===== src/rtl/light_fade_driver.sv =====
// Lamp driver: ramps brightness linearly toward the requested on/off target and renders it as PWM.
// A target change mid-ramp reverses direction from the current brightness.
module light_fade_driver #(
    parameter int unsigned PWM_WIDTH = 8,
    parameter int unsigned STEP_DIV  = 64
) (
    input  logic                 clock,
    input  logic                 reset,
    input  logic                 toglite_state,
    output logic                 pwm_out,
    output logic [PWM_WIDTH-1:0] level,
    output logic                 busy
);

    localparam logic [PWM_WIDTH-1:0] LvlMax     = {PWM_WIDTH{1'b1}};
    localparam logic [PWM_WIDTH-1:0] LvlNearMax = LvlMax - PWM_WIDTH'(1);
    localparam logic [PWM_WIDTH-1:0] LvlOne     = PWM_WIDTH'(1);
    localparam int unsigned          CntW       = (STEP_DIV > 1) ? $clog2(STEP_DIV) : 1;
    localparam logic [CntW-1:0]      StepLast   = CntW'(STEP_DIV - 1);

    localparam logic [1:0] StOff  = 2'd0;
    localparam logic [1:0] StUp   = 2'd1;
    localparam logic [1:0] StOn   = 2'd2;
    localparam logic [1:0] StDown = 2'd3;

    logic [1:0]           state_q, state_d;
    logic [PWM_WIDTH-1:0] level_q, level_d;
    logic [CntW-1:0]      step_q, step_d;
    logic [PWM_WIDTH-1:0] pwm_cnt_q;
    logic                 pwm_q, pwm_d;
    logic                 busy_q, busy_d;
    logic                 tick;

    assign tick = (step_q == StepLast);

    // Reversal is checked before tick so a coincident step is dropped; step_cnt restarts on
    // every state change, so only the counting branches advance it.
    always_comb begin
        state_d = state_q;
        level_d = level_q;
        step_d  = '0;
        unique case (state_q)
            StOff: begin
                if (toglite_state) state_d = StUp;
            end
            StUp: begin
                if (!toglite_state) begin
                    state_d = StDown;
                end else if (tick) begin
                    if (level_q >= LvlNearMax) begin
                        level_d = LvlMax;
                        state_d = StOn;
                    end else begin
                        level_d = level_q + LvlOne;
                    end
                end else begin
                    step_d = step_q + 1'b1;
                end
            end
            StOn: begin
                if (!toglite_state) state_d = StDown;
            end
            StDown: begin
                if (toglite_state) begin
                    state_d = StUp;
                end else if (tick) begin
                    if (level_q <= LvlOne) begin
                        level_d = '0;
                        state_d = StOff;
                    end else begin
                        level_d = level_q - LvlOne;
                    end
                end else begin
                    step_d = step_q + 1'b1;
                end
            end
            default: begin
                state_d = StOff;
                level_d = '0;
            end
        endcase
    end

    always_comb begin
        busy_d = (state_d == StUp) || (state_d == StDown);
        pwm_d  = (level_q == LvlMax) || (pwm_cnt_q < level_q);
    end

    always_ff @(posedge clock) begin
        if (reset) begin
            state_q   <= StOff;
            level_q   <= '0;
            step_q    <= '0;
            pwm_cnt_q <= '0;
            pwm_q     <= 1'b0;
            busy_q    <= 1'b0;
        end else begin
            state_q   <= state_d;
            level_q   <= level_d;
            step_q    <= step_d;
            pwm_cnt_q <= pwm_cnt_q + 1'b1;
            pwm_q     <= pwm_d;
            busy_q    <= busy_d;
        end
    end

    assign pwm_out = pwm_q;
    assign level   = level_q;
    assign busy    = busy_q;

endmodule


===== config.mk =====
export PLATFORM = sky130hd
export DESIGN_NAME = light_fade_driver
export DESIGN_NICKNAME = d
export VERILOG_FILES = /design/src/rtl/light_fade_driver.sv
export SDC_FILE = /design/constraint.sdc
export NUM_CORES = 1
export LEC_CHECK = 0
export CELL_PAD_IN_SITES_DETAIL_PLACEMENT = 1
export CELL_PAD_IN_SITES_GLOBAL_PLACEMENT = 1
export CORE_ASPECT_RATIO = 0.9
export CORE_MARGIN = 1
export CORE_UTILIZATION = 30
export CTS_CLUSTER_SIZE = 28
export DETAILED_ROUTE_END_ITERATION = 16
export GPL_ROUTABILITY_DRIVEN = 0
export PLACE_DENSITY_LB_ADDON = 0.1
export RECOVER_POWER = 100
export REMOVE_ABC_BUFFERS = 1
export SLEW_MARGIN = 30
export SYNTH_ARGS = -nofsm -noshare
export SYNTH_HDL_FRONTEND = slang
export SYNTH_SLANG_ARGS = --single-unit
export TNS_END_PERCENT = 50

===== constraint.sdc =====
create_clock -name clock -period 4.3 [get_ports clock]
set_input_delay 0.86 -clock clock [delete_from_list [all_inputs] [get_ports clock]]
set_output_delay 0.86 -clock clock [all_outputs]
set_load 0.01 [all_outputs]

==> out/qor.yml <==
ys_ff_latch: 26
drt_iter0_markers: 52
final_common_cell: "dfxtp_1"
via_count: 1386
hold_class: "flip-flop to flip-flop"
finalWirelength_mm: 3.927
setup_viol: 0
rrSetupSlack_ns: 1.84
critical_path_required_ns: 4.48
crit_fanout: 11
grt_usage: 0.1569
pwr-share-clk: 0.363
hold_end: "pwm_cnt_q[0]"
cts.path.max_buffers: 2
post_cts_buffers: 0
reg2reg_from: "level[1]"
tns_ns: 0
async_flop_share: 0
cp_slowest_stage_delay_ns: 0.70
fillers: 610
holdWs_ns: 0.4802
netlist_area_um2: 1575
setup_ws_ns: 1.451
cell_internal_pwr_mw: 0.3453
hpwl_mm: 2.918
hold_depth: 1
maxCapViolations: 0
ys_types: 43
dieHeight_um: 70.75
period_minus_slack_ns: 2.849
fin_skew_ns: 0.003604
switching_share: 0.2349
finalNetCount: 215
drc_errors: 0
critical_path.slowest_cell: "dlygate4sd3_1"
power.switching_mw: 0.1060
dpl_cell_area_um2: 1740
place_inst: 259
ctsHtreeMaxLevel: 1
coreArea_um2: 4955
pre_cts_ws_ns: 1.484
worst_pin_slew_ns: 1.000
cp.arrival_ns: 3.03
dr.pass1.iters: 4
synth-edff-count: 0
wl_per_cell_um: 14.93
boundaryPins: 13
critPathKind: "input pin to flip-flop"
worstPathCellList: "dlygate4sd3_1, xor2_1, nor3b_1, clkbuf_1, o21a_1, a21boi_0, o21a_1"
area_growth_syn_to_layout_pct: 13.11
max_freq_mhz: 351.0
die_w_um: 78.38
endpoint_kind: "flip-flop"
synth_largest_area_cell: "dfxtp_1"
ant_nets: 0
power_frac_comb: 0.075
grt_overflow: 0
power_density_nw_per_um2: 253.3
synth_top_area_share: 0.3304
start_kind: "input pin"
rows: 24
clkSinkCount: 26
layout.cells.non_filler: 263
drive_above_1_share: 0.03030
ys_seq_area_frac: 0.3304
rsz0062_at_grt: "no"
grt_pass1_wl_mm: 6.796
cp_common_cell: "o21a_1"
antenna_found_initial: 0
antenna_cells: 0
fin_util: 0.3596
peakVddDrop_uv: 79.94
clk_pin_slew_ns: 0.09
clock_latency_ns: 0.28
vias_per_cell: 5.270
seqPwrFrac: 0.562
cp-startpoint: "toglite_state"
synth.area.top_cells: "dfxtp_1, ha_1, nor2_1, nand3_1, xor2_1"
slew_headroom: 0.3333
design_area_um2: 1782
hold_viol_final: 0
cts_buffers: 3
final_cell_mix: "dfxtp_1, nor2_1, nand3_1, ha_1, dlygate4sd3_1"
io_buffer_count: 12
synth.avg_cell_area_um2: 8.247
yosysWarnings: 0
worst_hold_startpoint: "pwm_cnt_q[0]"
p_leak_nw: 0.6347
maxSlewViolCount: 0
reg2reg_depth: 7
timing.final.crit_share: 0.6626
netlist_instances: 191
start_util: 0.3179
status: "completed"
grt_pass1_vias: 1332
cts_tree: "yes"
cts_resized: 0
p_total_mw: 0.4513
cts-root-buf: "clkbuf_8"
synth_ff_type: "dfxtp_1"
die-area_um2: 5545
grt_max_degree: 23
r2r-end: "busy"
hold_buffers: 0
## logic make-up after synthesis
logic type | count (synthesis) | synth area share
simple gates | 75 | 0.2454
compound gates | 42 | 0.1859
flops | 26 | 0.3304
buf+inv | 21 | 0.05640
xor+xnor | 13 | 0.07228
fa+ha+maj | 13 | 0.1033
mux | 1 | 0.006355
## per-layer routing
| layer | track usage | up-vias | routed length (um) |
|---|---|---|---|
| li1 | - | 704 | - |
| met1 | 0.2137 | 666 | 2005 |
| met2 | 0.2466 | 12 | 1794 |
| met3 | 0.03484 | 4 | 73 |
| met4 | 0.04938 | 0 | 54 |
| met5 | 0 | - | 0 |
## how the worst max path moves through the flow
stage / cells past startpoint / endpoint / slack [ns]
floorplan: 5 / level[4] / 1.92
global placement: 7 / level[4] / 1.60
detailed placement: 7 / level[4] / 1.48
CTS: 7 / level[4] / 1.79
global route: 7 / level[4] / 1.29
finish: 7 / level[4] / 1.45
## Yosys cell counts, types with 2 or more instances
master / number
nor4_1: 2
xnor2_1: 6
o21bai_1: 2
or4_4: 2
nand2b_1: 4
o211ai_1: 2
and3_1: 4
clkbuf_1: 8
nor2_1: 24
a21oi_1: 11
a211oi_1: 4
nand4_1: 4
ha_1: 13
inv_1: 10
nor3_1: 8
o21a_1: 3
xor2_1: 7
o31a_1: 2
nand2_1: 7
dfxtp_1: 26
buf_2: 2
a31oi_1: 6
nor2b_1: 2
nand3_1: 13
## critical path: cells and delay by family
family	cells	cell delay, ns
buf+inv	2	1.11
simple gates	1	0.20
compound gates	3	0.66
xor+xnor	1	0.21
## state kept, by name (all words and copies together) (netlist names)
register and cells:
pwm_cnt_q 8, pwm_out 1, busy 1, state_q 2
level 8, step_q 6
## power groups by stage
stage	clock (mW)	sequential, mW	combinational (mW)
after detailed placement	0	0.259	0.0355
after CTS	0.174	0.254	0.0358
after global routing	0.180	0.255	0.0386
final	0.164	0.254	0.0337
after global placement	0	0.259	0.0343
after floorplan	0	0.259	0.0197
## final cells by class
| class | count | area (um2) | area share |
|---|---|---|---|
| Clock buffer | 4 | 55.05 | 0.03090 |
| Inverter | 10 | 37.54 | 0.02107 |
| Multi-Input combinational cell | 144 | 959.7 | 0.5386 |
| Sequential cell | 26 | 520.5 | 0.2921 |
| Tap cell | 65 | 81.33 | 0.04565 |
| Timing Repair Buffer | 14 | 127.6 | 0.07163 |
Note: power is estimated with default switching activity, not from simulation.
